==> config.mk <==
export PLATFORM = sky130hd
export DESIGN_NAME = pwm_audio_out
export DESIGN_NICKNAME = d
export VERILOG_FILES = /design/src/rtl/pwm_audio_out.sv
export SDC_FILE = /design/constraint.sdc
export NUM_CORES = 1
export LEC_CHECK = 0
export CAP_MARGIN = 25
export CELL_PAD_IN_SITES_DETAIL_PLACEMENT = 0
export CELL_PAD_IN_SITES_GLOBAL_PLACEMENT = 2
export CORE_ASPECT_RATIO = 1.2
export CORE_MARGIN = 2
export CORE_UTILIZATION = 40
export CTS_CLUSTER_DIAMETER = 30
export DETAILED_ROUTE_END_ITERATION = 8
export PLACE_DENSITY_LB_ADDON = 0.05
export SLEW_MARGIN = 20
export SYNTH_ARGS = -nofsm -noshare
export SYNTH_HDL_FRONTEND = slang
export SYNTH_SLANG_ARGS = --single-unit
==> constraint.sdc <==
create_clock -name clk -period 6.4 [get_ports clk]
set_input_delay 0.96 -clock clk [delete_from_list [all_inputs] [get_ports clk]]
set_output_delay 0.96 -clock clk [all_outputs]
set_load 0.01 [all_outputs]
==> src/rtl/pwm_audio_out.sv <==
// pwm_audio_out -- final audio output stage.
//
// Captures the 8-bit mixed sample once per sample period and turns it into a
// single-bit PWM stream (256 clk per PWM period) for the board's RC low-pass
// filter. A linear gain ramp is applied when playback starts and stops, so the
// output glides to and from mid-scale (silence) without a click.
//
// Optional build macro: PWM_CLIP_DETECT_EN adds a sticky clip flag that is set
// when a full-scale sample (8'h00 or 8'hFF) is captured.
//
// Parameters:
//   PERIODS_PER_SAMPLE  PWM periods per audio sample (1..16)
//   RAMP_STEP           gain change per sample period while ramping (1..256)
//
// Ports:
//   clk         system clock
//   n_rst       asynchronous active-low reset
//   en          1 = play, 0 = ramp down, then stop
//   sample_in   unsigned offset-binary sample (8'h80 = silence)
//   sample_req  one-cycle pulse; sample_in is captured on this cycle's edge
//   pwm_out     registered PWM bit
//   active      1 whenever the block is not idle
//   clip        sticky clip flag              (PWM_CLIP_DETECT_EN only)
//   clr_clip    clears clip, set wins a tie   (PWM_CLIP_DETECT_EN only)
module pwm_audio_out #(
    parameter int PERIODS_PER_SAMPLE = 4,
    parameter int RAMP_STEP          = 1
) (
    input  logic       clk,
    input  logic       n_rst,
    input  logic       en,
    input  logic [7:0] sample_in,
    output logic       sample_req,
    output logic       pwm_out,
    output logic       active
`ifdef PWM_CLIP_DETECT_EN
    ,
    output logic       clip,
    input  logic       clr_clip
`endif
);

    typedef enum logic [1:0] {
        IDLE,
        RAMP_UP,
        PLAY,
        RAMP_DOWN
    } state_t;

    localparam int              PER_W    = 4;
    localparam logic [PER_W-1:0] PER_LAST = PER_W'(PERIODS_PER_SAMPLE - 1);
    localparam logic [8:0]      GAIN_MAX = 9'd256;
    localparam logic [8:0]      STEP     = 9'(RAMP_STEP);

    state_t           state;
    logic [7:0]       pwm_cnt;
    logic [PER_W-1:0] per_cnt;
    logic [7:0]       sample_reg;
    logic [7:0]       duty_reg;
    logic [8:0]       gain;

    logic             pb;
    logic             sb;
    logic [9:0]       gain_sum;
    logic [8:0]       gain_up;
    logic [8:0]       gain_down;
    logic signed [8:0]  s;
    logic signed [17:0] s_ext;
    logic signed [17:0] g_ext;
    logic signed [17:0] prod;
    logic [7:0]       duty;
    logic             unused_prod_bits;

    // Period and sample boundaries. pwm_cnt sits at 0 in IDLE, so neither
    // boundary can fire there.
    assign pb         = (state != IDLE) && (pwm_cnt == 8'hFF);
    assign sb         = pb && (per_cnt == PER_LAST);
    assign sample_req = sb;

    // Saturating ramp arithmetic; the 10-bit sum cannot wrap for any legal step.
    assign gain_sum  = {1'b0, gain} + {1'b0, STEP};
    assign gain_up   = (gain_sum > 10'd256) ? GAIN_MAX : gain_sum[8:0];
    assign gain_down = (gain > STEP) ? (gain - STEP) : 9'd0;

    // Scale the sample around mid-scale: duty = 128 + ((sample-128)*gain >>> 8).
    // |s*gain| <= 32768, so bits [15:8] hold the whole shifted result and the
    // 8-bit sum never leaves 0..255.
    assign s     = $signed({1'b0, sample_reg}) - 9'sd128;
    assign s_ext = {{9{s[8]}}, s};
    assign g_ext = {9'd0, gain};
    assign prod  = s_ext * g_ext;
    assign duty  = 8'd128 + prod[15:8];

    // Product bits outside the duty window carry no information.
    assign unused_prod_bits = ^{prod[17:16], prod[7:0]};

    // NOTE: every register below is assigned with <= so all of them update
    // from the same pre-edge values, which the duty and gain timing relies on.
    always_ff @(posedge clk or negedge n_rst) begin
        if (!n_rst) begin
            state      <= IDLE;
            active     <= 1'b0;
            pwm_cnt    <= 8'd0;
            per_cnt    <= '0;
            sample_reg <= 8'h80;
            gain       <= 9'd0;
            duty_reg   <= 8'h80;
            pwm_out    <= 1'b0;
        end else begin
            // Compares against the registered duty, so a new duty value only
            // takes effect from the start of a PWM period.
            pwm_out <= (state != IDLE) && (pwm_cnt < duty_reg);

            if (state != IDLE) begin
                pwm_cnt <= pwm_cnt + 8'd1;
            end

            if (pb) begin
                duty_reg <= duty;
                per_cnt  <= (per_cnt == PER_LAST) ? '0 : per_cnt + PER_W'(1);
            end

            if (sb) begin
                sample_reg <= sample_in;
            end

            case (state)
                IDLE: begin
                    if (en) begin
                        state  <= RAMP_UP;
                        active <= 1'b1;
                    end
                end
                RAMP_UP: begin
                    if (sb) begin
                        gain <= gain_up;
                    end
                    if (!en) begin
                        state <= RAMP_DOWN;
                    end else if (sb && gain_up == GAIN_MAX) begin
                        state <= PLAY;
                    end
                end
                PLAY: begin
                    if (!en) begin
                        state <= RAMP_DOWN;
                    end
                end
                RAMP_DOWN: begin
                    if (sb) begin
                        gain <= gain_down;
                    end
                    if (sb && gain_down == 9'd0) begin
                        state   <= IDLE;
                        active  <= 1'b0;
                        pwm_cnt <= 8'd0;
                        per_cnt <= '0;
                    end else if (en) begin
                        state <= RAMP_UP;
                    end
                end
                default: begin
                    state  <= IDLE;
                    active <= 1'b0;
                end
            endcase
        end
    end

`ifdef PWM_CLIP_DETECT_EN
    // Sticky full-scale detector on the captured sample; a capture that clips
    // outranks a simultaneous clear so no clip event is ever lost.
    always_ff @(posedge clk or negedge n_rst) begin
        if (!n_rst) begin
            clip <= 1'b0;
        end else if (sb && (sample_in == 8'h00 || sample_in == 8'hFF)) begin
            clip <= 1'b1;
        end else if (clr_clip) begin
            clip <= 1'b0;
        end
    end
`endif

endmodule

[After elaboration in Yosys (flattened, before gate mapping)]
Cells that the tools add are included.
Storage, ports and cells
  logic and storage cells: 64
  flip-flop bits (word level): 41
  bits of input ports: 11
  output and inout bits: 3
Operators by class
  reductions and logical operators: 13
  mux-type cells: 21
  $add $sub $neg: 6
  equal/unequal tests: 12
  magnitude comparators: 3
  multiply operators: 1
Operators with widths (count)
  $mux 9: 4
  $mux 8: 3
  $pmux 9 s2: 1
  $mul 9x10->16: 1
  $mux 4: 4
  $add 9x1->10 const B: 1
  $gt 10x9->1 const B: 1
  $mux 2: 5
  $ne 2x2->1 const B: 5
  $eq 9x9->1 const B: 1
  $gt 9x1->1 const B: 1
  $logic_not 9->1: 1
  $sub 8x8->9 const B: 1
  $sub 9x1->9 const B: 1
  $add 8x1->8 const B: 1
  $add 8x8->8 const A: 1
  $eq 8x8->1 const B: 1
  $lt 8x8->1: 1
  $pmux 2 s4: 1
  $reduce_and 3->1: 2
  $reduce_bool 2->1: 3
  $logic_and 1x1->1: 5
  $add 4x1->4 const B: 1
  $eq 2x2->1 const B: 2
  other kinds (7): 8

[Logic depth before layout (Yosys ltp)]
Gate-level depths: netlist (run 1).
  depth after elaboration: 8
  mapped depth: 20
  gate-level depth less buffers: 18

[Worst setup path after synthesis (run 1)]
No wires, ideal clock.
  path kind: reg2reg
  from: reg gain[4]
  to: reg duty_reg[6]
  path buffers: 2
  setup time: 0.134 ns
  stages on the path, launching flop included: 19
  setup slack: 1.285 ns
  period minus slack after synthesis: 5.115 ns
  arrival time: 4.981 ns
  data required time: 6.266 ns
  cells stage by stage: dfrtp_1 > buf_1 > clkbuf_1 > nand2_1 > fa_1 > fa_1 > inv_1 > fa_1 > fa_1 > inv_1 > fa_1 > inv_1 > ha_1 > nand4_1 > nor4_1 > o21ai_0 > o21ai_0 > xnor2_1 > o21ai_0
On the way
  longest elaborated chain between the ends: 2
Ends and longest elaborated chain
  from (decl): RTL line 60  | logic [8:0] gain;
  from (signal assigned): RTL line 136  | gain <= gain_up;
  from (signal assigned): RTL line 151  | gain <= gain_down;
  $mul 9x10->16: RTL line 91  | assign prod = s_ext * g_ext;
  $add 8x8->8: RTL line 92  | assign duty = 8'd128 + prod[15:8];
  to (signal assigned): RTL line 119  | duty_reg <= duty;
  to (decl): RTL line 59  | logic [7:0] duty_reg;
Every way passes these cells.
A chain may end at the register's enable or synchronous reset.

[Worst setup path after layout (run 1)]
  from: reg gain[3]
  to: reg duty_reg[6]
The elaborated chain is that of the path after synthesis.

==> run metrics, run 1 <==
cell count after synthesis 545; Post-Syn Nets 652; largest net degree at the start of global routing 42; RSZ-0062 raised after global routing no; Final TNS setup 0 ns; final total power 708 uW; maximum root-to-sink buffer count 2; Worst-Margin Slew 0.818 ns; Routed Wire Length 11900 um; clk_skew 0.00804 ns; Mean Syn Cell Area 8.95 um^2; Critical Path Start gain[3]$_DFFE_PN0P_; Final Non-Filler Cells 706; max cap viols 0; R2R setup slack 0.98 ns; Final Cycle Share 0.848; met3 wire length 203 um; area leader, netlist fa_1; cts repair resizes 0; first-pass GRT wire length 20600 um; sequential area share after synthesis 0.211; CTS Root Cell clkbuf_16; top-area cell type share of the netlist area 0.201; die footprint 0.0131 mm^2; minimum clock period after layout 5.42 ns; Largest register FFs 9; Clk pin slew, worst setup/hold paths 0.07 ns; required time of the critical path 6.55 ns; Reg-to-Reg Start gain[3]$_DFFE_PN0P_; total grt overflow 0; Slew Limit Fails 0; Layout area overhead 8.52%; IO Port Bufs 13; uppermost layer routed met4; fill count 1246; fin nets 651; post-synth cell types 59; number of global-route vias before repair 3848; RD Place Congestion 0.785; Initial DRC Count 158; Power Density 134 mW/mm^2; CTS Hold Bufs 0; EDFF count, synth 0; share of cells above drive strength 1 0.0771; Vias per Instance 5.19; H-Tree Depth 2; post-CTS setup repair buffer count 0; CTS tree done; Leakage 2.47 nW; ys async rst share 1.00; ANT nets after route 0; CTS Sinks 41; placed insts 697; Largest Register gain; status completed; Total GRT Usage 0.198; Metal-1 WL 5580 um; CP arrival 5.58 ns; std cell rows 44; Worst Setup EP duty_reg[6]$_DFFE_PN0P_; Reg area 0.00103 mm^2; drt first pass iters 4; die height 125 um; total clock buffers created by CTS 5; Most used DFF post-synth dfrtp_1; Starting Density 0.406; final hold violation count 0; met2 wire len 5810 um; width of the chip 105 um; Hold Crit Class reg2reg; synthesis-stage register bit count 41; Core Box Area 0.0120 mm^2; Max-slew headroom 0.455; HPWL after DPL 9120 um; Ys Warns 0; initial antenna violation count 0; Avg WL per Cell 16.8 um; Critical Path Source Type flop; Worst VDD drop 0.107 mV; I/O Pins 14; r2r worst-path depth 16; Max Clk Rate 0.184 GHz; latest clock arrival within the worst-skew pair 0.29 ns; WHS 0.481 ns; # DRC 0; reg2reg end duty_reg[6]$_DFFE_PN0P_; Crit. End Element flop; area of the multi-input gates 0.00344 mm^2; total number of vias 3666; worst setup path category reg2reg; final setup fails 0; n_diodes 0; worst-path fanout max 22; Post-Syn Area 0.00488 mm^2; top post-synthesis cells by area fa_1 20%, dfrtp_1 20%, ha_1 12%
how the worst min path moves through the flow:
stage | start | end | slack [ns] | cells after the start
2_1_floorplan | duty_reg[1]$_DFFE_PN0P_ | duty_reg[1]$_DFFE_PN0P_ | 0.45 | 2
3_3_place_gp | duty_reg[4]$_DFFE_PN0P_ | duty_reg[4]$_DFFE_PN0P_ | 0.47 | 2
3_5_place_dp | duty_reg[4]$_DFFE_PN0P_ | duty_reg[4]$_DFFE_PN0P_ | 0.47 | 2
4_1_cts | duty_reg[4]$_DFFE_PN0P_ | duty_reg[4]$_DFFE_PN0P_ | 0.49 | 2
5_1_grt | duty_reg[6]$_DFFE_PN0P_ | duty_reg[6]$_DFFE_PN0P_ | 0.51 | 2
6_report | duty_reg[4]$_DFFE_PN0P_ | duty_reg[4]$_DFFE_PN0P_ | 0.48 | 2
per-layer routing:
metal  up-vias  global-route usage
met2        44               0.329
met3        14              0.0167
met1      1836               0.276
met4         0              0.0620
met5         -                   0
li1       1772                   -
final cells by class:
cell class,instances,share of cell area
Multi-Input combinational cell,400,0.650
Sequential cell,41,0.194
Inverter,77,0.0546
Tap cell,161,0.0381
Timing Repair Buffer,19,0.0345
Clock buffer,5,0.0236
Clock inverter,3,0.00473
synthesized netlist by cell type, drive strengths merged (4+ instances only):
master and instances:
a211oi 4, a21o 4, a21oi 10, a31oi 5, and2 32, buf 11, clkbuf 16, dfrtp 39
fa 49, ha 47, inv 77, mux2 10, nand2 66, nand2b 5, nand3 9, nor2 30
nor3 12, nor4 6, o21ai 30, o21bai 8, xnor2 22, xor2 9
kinds of logic after synthesis:
kind of cell / count (synthesis) / share of synthesized area
buffers and inverters: 104 / 0.0836
XOR/XNOR: 31 / 0.0557
flip-flops: 41 / 0.211
AND/OR/NAND/NOR: 182 / 0.194
multiplexers: 10 / 0.0231
AO/OA/AOI/OAI: 81 / 0.111
adder cells (fa/ha/maj): 96 / 0.322
layout by cell type (no fill, tap or decap), types with 2 or more instances in the layout:
master,count
a211oi_1,4
or2_2,3
xnor2_1,22
a21o_1,4
a211o_1,2
fa_1,49
nand2b_1,5
nand2_1,65
xor2_1,9
nor2_1,30
mux2_2,10
o21ai_0,27
nand4_1,3
buf_4,5
o2111ai_1,2
and2_1,32
o21a_1,3
nand3_1,8
clkbuf_16,5
or4_4,2
a31oi_1,5
or3b_1,2
o21ai_2,2
dfrtp_1,39
nor2b_1,3
nor3_1,11
nor4_1,4
ha_1,47
nor4_4,2
o211ai_1,2
and3_1,2
clkdlybuf4s50_1,12
inv_1,77
o21bai_1,8
dfstp_2,2
o2bb2ai_1,2
a21oi_1,9
critical path, stage by stage (launching register included):
cell and delay, ns:
dfrtp_1 0.84, nand2_1 0.18, fa_1 0.53, fa_1 0.49, inv_1 0.06, fa_1 0.51
fa_1 0.54, inv_1 0.05, fa_1 0.50, inv_1 0.04, ha_1 0.28, nand4_1 0.10
nor4_1 0.34, o21ai_0 0.31, o21ai_0 0.27, xnor2_1 0.14, o21ai_0 0.08
report_power, final:
group          internal [mW]  total, mW  leakage (nW)  switching, mW
Sequential             0.285      0.319         0.535         0.0336
Combinational         0.0643      0.124          1.86         0.0593
Clock                  0.147      0.266        0.0704          0.119
Total                  0.496      0.708          2.47          0.212
through the flow:
stage,cell area [um^2],util,setup WS [ns]
2_1_floorplan,4880,-,1.28
3_3_place_gp,5120,0.427,0.983
3_5_place_dp,5120,0.427,0.947
4_1_cts,5270,0.439,0.918
5_1_grt,5290,0.441,0.556
6_report,5290,0.441,0.976
Note: power is estimated with default switching activity, not from simulation.
==> inputs of run 2 (changes only) <==
==> constraint.sdc (replaced) <==
create_clock -name clk -period 5.4 [get_ports clk]
set_input_delay 0.81 -clock clk [delete_from_list [all_inputs] [get_ports clk]]
set_output_delay 0.81 -clock clk [all_outputs]
set_load 0.01 [all_outputs]
==> run 2 against run 1 <==
Effect of this change: clock skew decreased by 0.0039 ns; highest routed layer unchanged; hold slack worse by 0.0042 ns; non-clock buffer count grew 15; die area stayed put.
==> run metrics, run 2 (synthesis results as in run 1) <==
HPWL after DPL 9270 um; total clock buffers created by CTS 5; Starting Density 0.406; met1 usage 0.270; total grt overflow 0; CTS Hold Bufs 0; Initial DRC Count 125; ANT nets after route 0; Max Clk Rate 0.200 GHz; met3 usage in global routing 0.0214; latest clock arrival within the worst-skew pair 0.29 ns; most frequent cells in the layout 77 x inv_1, 65 x nand2_1, 49 x fa_1; Core Box Area 0.0120 mm^2; Worst VDD drop 0.139 mV; RD Place Congestion 0.836; die footprint 0.0131 mm^2; std cell rows 44; post-CTS setup repair buffer count 0; layer with the highest usage met2; Crit. End Element flop; initial antenna violation count 0; Hold Crit Class reg2reg; met2 usage 0.317; Power Density 162 mW/mm^2; status completed; Final TNS setup 0 ns; CTS Sinks 41; Clk pin slew, worst setup/hold paths 0.06 ns; Layout area overhead 11.3%; share of cells above drive strength 1 0.102; Final Instance Area 0.00543 mm^2; Worst-Margin Slew 0.602 ns; Leakage 2.56 nW; total number of vias 3678; maximum root-to-sink buffer count 2; Largest Register gain; Critical Path Source Type flop; Largest register FFs 9; number of global-route vias before repair 3844; worst setup path category reg2reg; required time of the critical path 5.55 ns; Slew Limit Fails 0; largest net degree at the start of global routing 42; n_diodes 0; worst-path fanout max 5; Final Cycle Share 0.925; H-Tree Depth 2; drt first pass iters 4; CTS Root Cell clkbuf_16; max cap viols 0; Routed Wire Length 11700 um; IO Port Bufs 13; fin nets 666; placed inst area 0.00526 mm^2; final setup fails 0; Vias per Instance 5.10; die height 125 um; width of the chip 105 um; # DRC 0; first-pass GRT wire length 20000 um; I/O Pins 14; CP arrival 5.14 ns; minimum clock period after layout 4.99 ns; Max-slew headroom 0.599; RSZ-0062 raised after global routing no; final hold violation count 0; CTS tree done; commonest non-fill, non-tap cell in the layout inv_1; clk_skew 0.00415 ns; Avg WL per Cell 16.3 um; Total GRT Usage 0.194
[run 2: worst max-delay path, stage by stage, from the launching register on]
cell	delay, ns
dfstp_2	0.40
or2_2	0.31
fa_1	0.50
fa_1	0.56
inv_1	0.06
fa_1	0.51
fa_1	0.55
inv_1	0.06
fa_1	0.51
inv_1	0.05
ha_1	0.29
nand4_1	0.09
nor4_1	0.28
o21ai_1	0.23
o21ai_0	0.25
xnor2_1	0.13
o21ai_0	0.08
[run 2: per-layer routing]
metal | wire length [um] | part of all wire | up-vias
met4 | 228 | 0.019 | 0
met2 | 5700 | 0.49 | 41
met3 | 183 | 0.016 | 15
li1 | - | - | 1797
met5 | 0 | 0 | -
met1 | 5610 | 0.48 | 1825
[run 2: final timing paths]
kind / from / endpoint / slack (ns) / depth (start not counted)
max reg2reg: sample_reg[7]$_DFFE_PN1P_ / duty_reg[6]$_DFFE_PN0P_ / 0.41 / 16
min in group asynchronous: n_rst / per_cnt[0]$_DFF_PN0_ / 0.50 / 1
max in group asynchronous: n_rst / sample_reg[6]$_DFFE_PN0P_ / 4.50 / 1
max: sample_reg[7]$_DFFE_PN1P_ / duty_reg[6]$_DFFE_PN0P_ / 0.41 / 16
min: duty_reg[7]$_DFFE_PN1P_ / duty_reg[7]$_DFFE_PN1P_ / 0.48 / 2
min reg2reg: duty_reg[7]$_DFFE_PN1P_ / duty_reg[7]$_DFFE_PN1P_ / 0.48 / 2
[run 2: area by class of cell]
class | instances | area (um^2)
fillers | 1243 | 6570
multi-input cells | 400 | 3440
clock inverters | 3 | 46.3
flip-flops and latches | 41 | 1030
inverters | 77 | 289
clock buffers | 5 | 125
well taps | 161 | 201
repair buffers | 34 | 298
[run 2: where the power goes]
| part | switching [mW] | internal (mW) | total (mW) |
|---|---|---|---|
| sequential | 0.0395 | 0.338 | 0.377 |
| clock | 0.136 | 0.219 | 0.355 |
| combinational | 0.0708 | 0.0748 | 0.146 |
[run 2: what timing repair did]
item,in CTS,in global routing
endpoints found under the setup margin,0,2
resized for setup,0,1
hold endpoints to repair,0,0
[run 2: metrics by stage]
step                worst slack [ns]  power [mW]  instances  hold WS [ns]  utilization
floorplan                      0.285       0.477        545         0.450            -
global placement               0.301       0.525        713         0.465        0.438
detailed placement             0.260       0.531        713         0.473        0.438
CTS                            0.250       0.890        721         0.482        0.452
global route                  0.0571       0.938        721         0.515        0.452
finish                         0.406       0.878        721         0.477        0.452
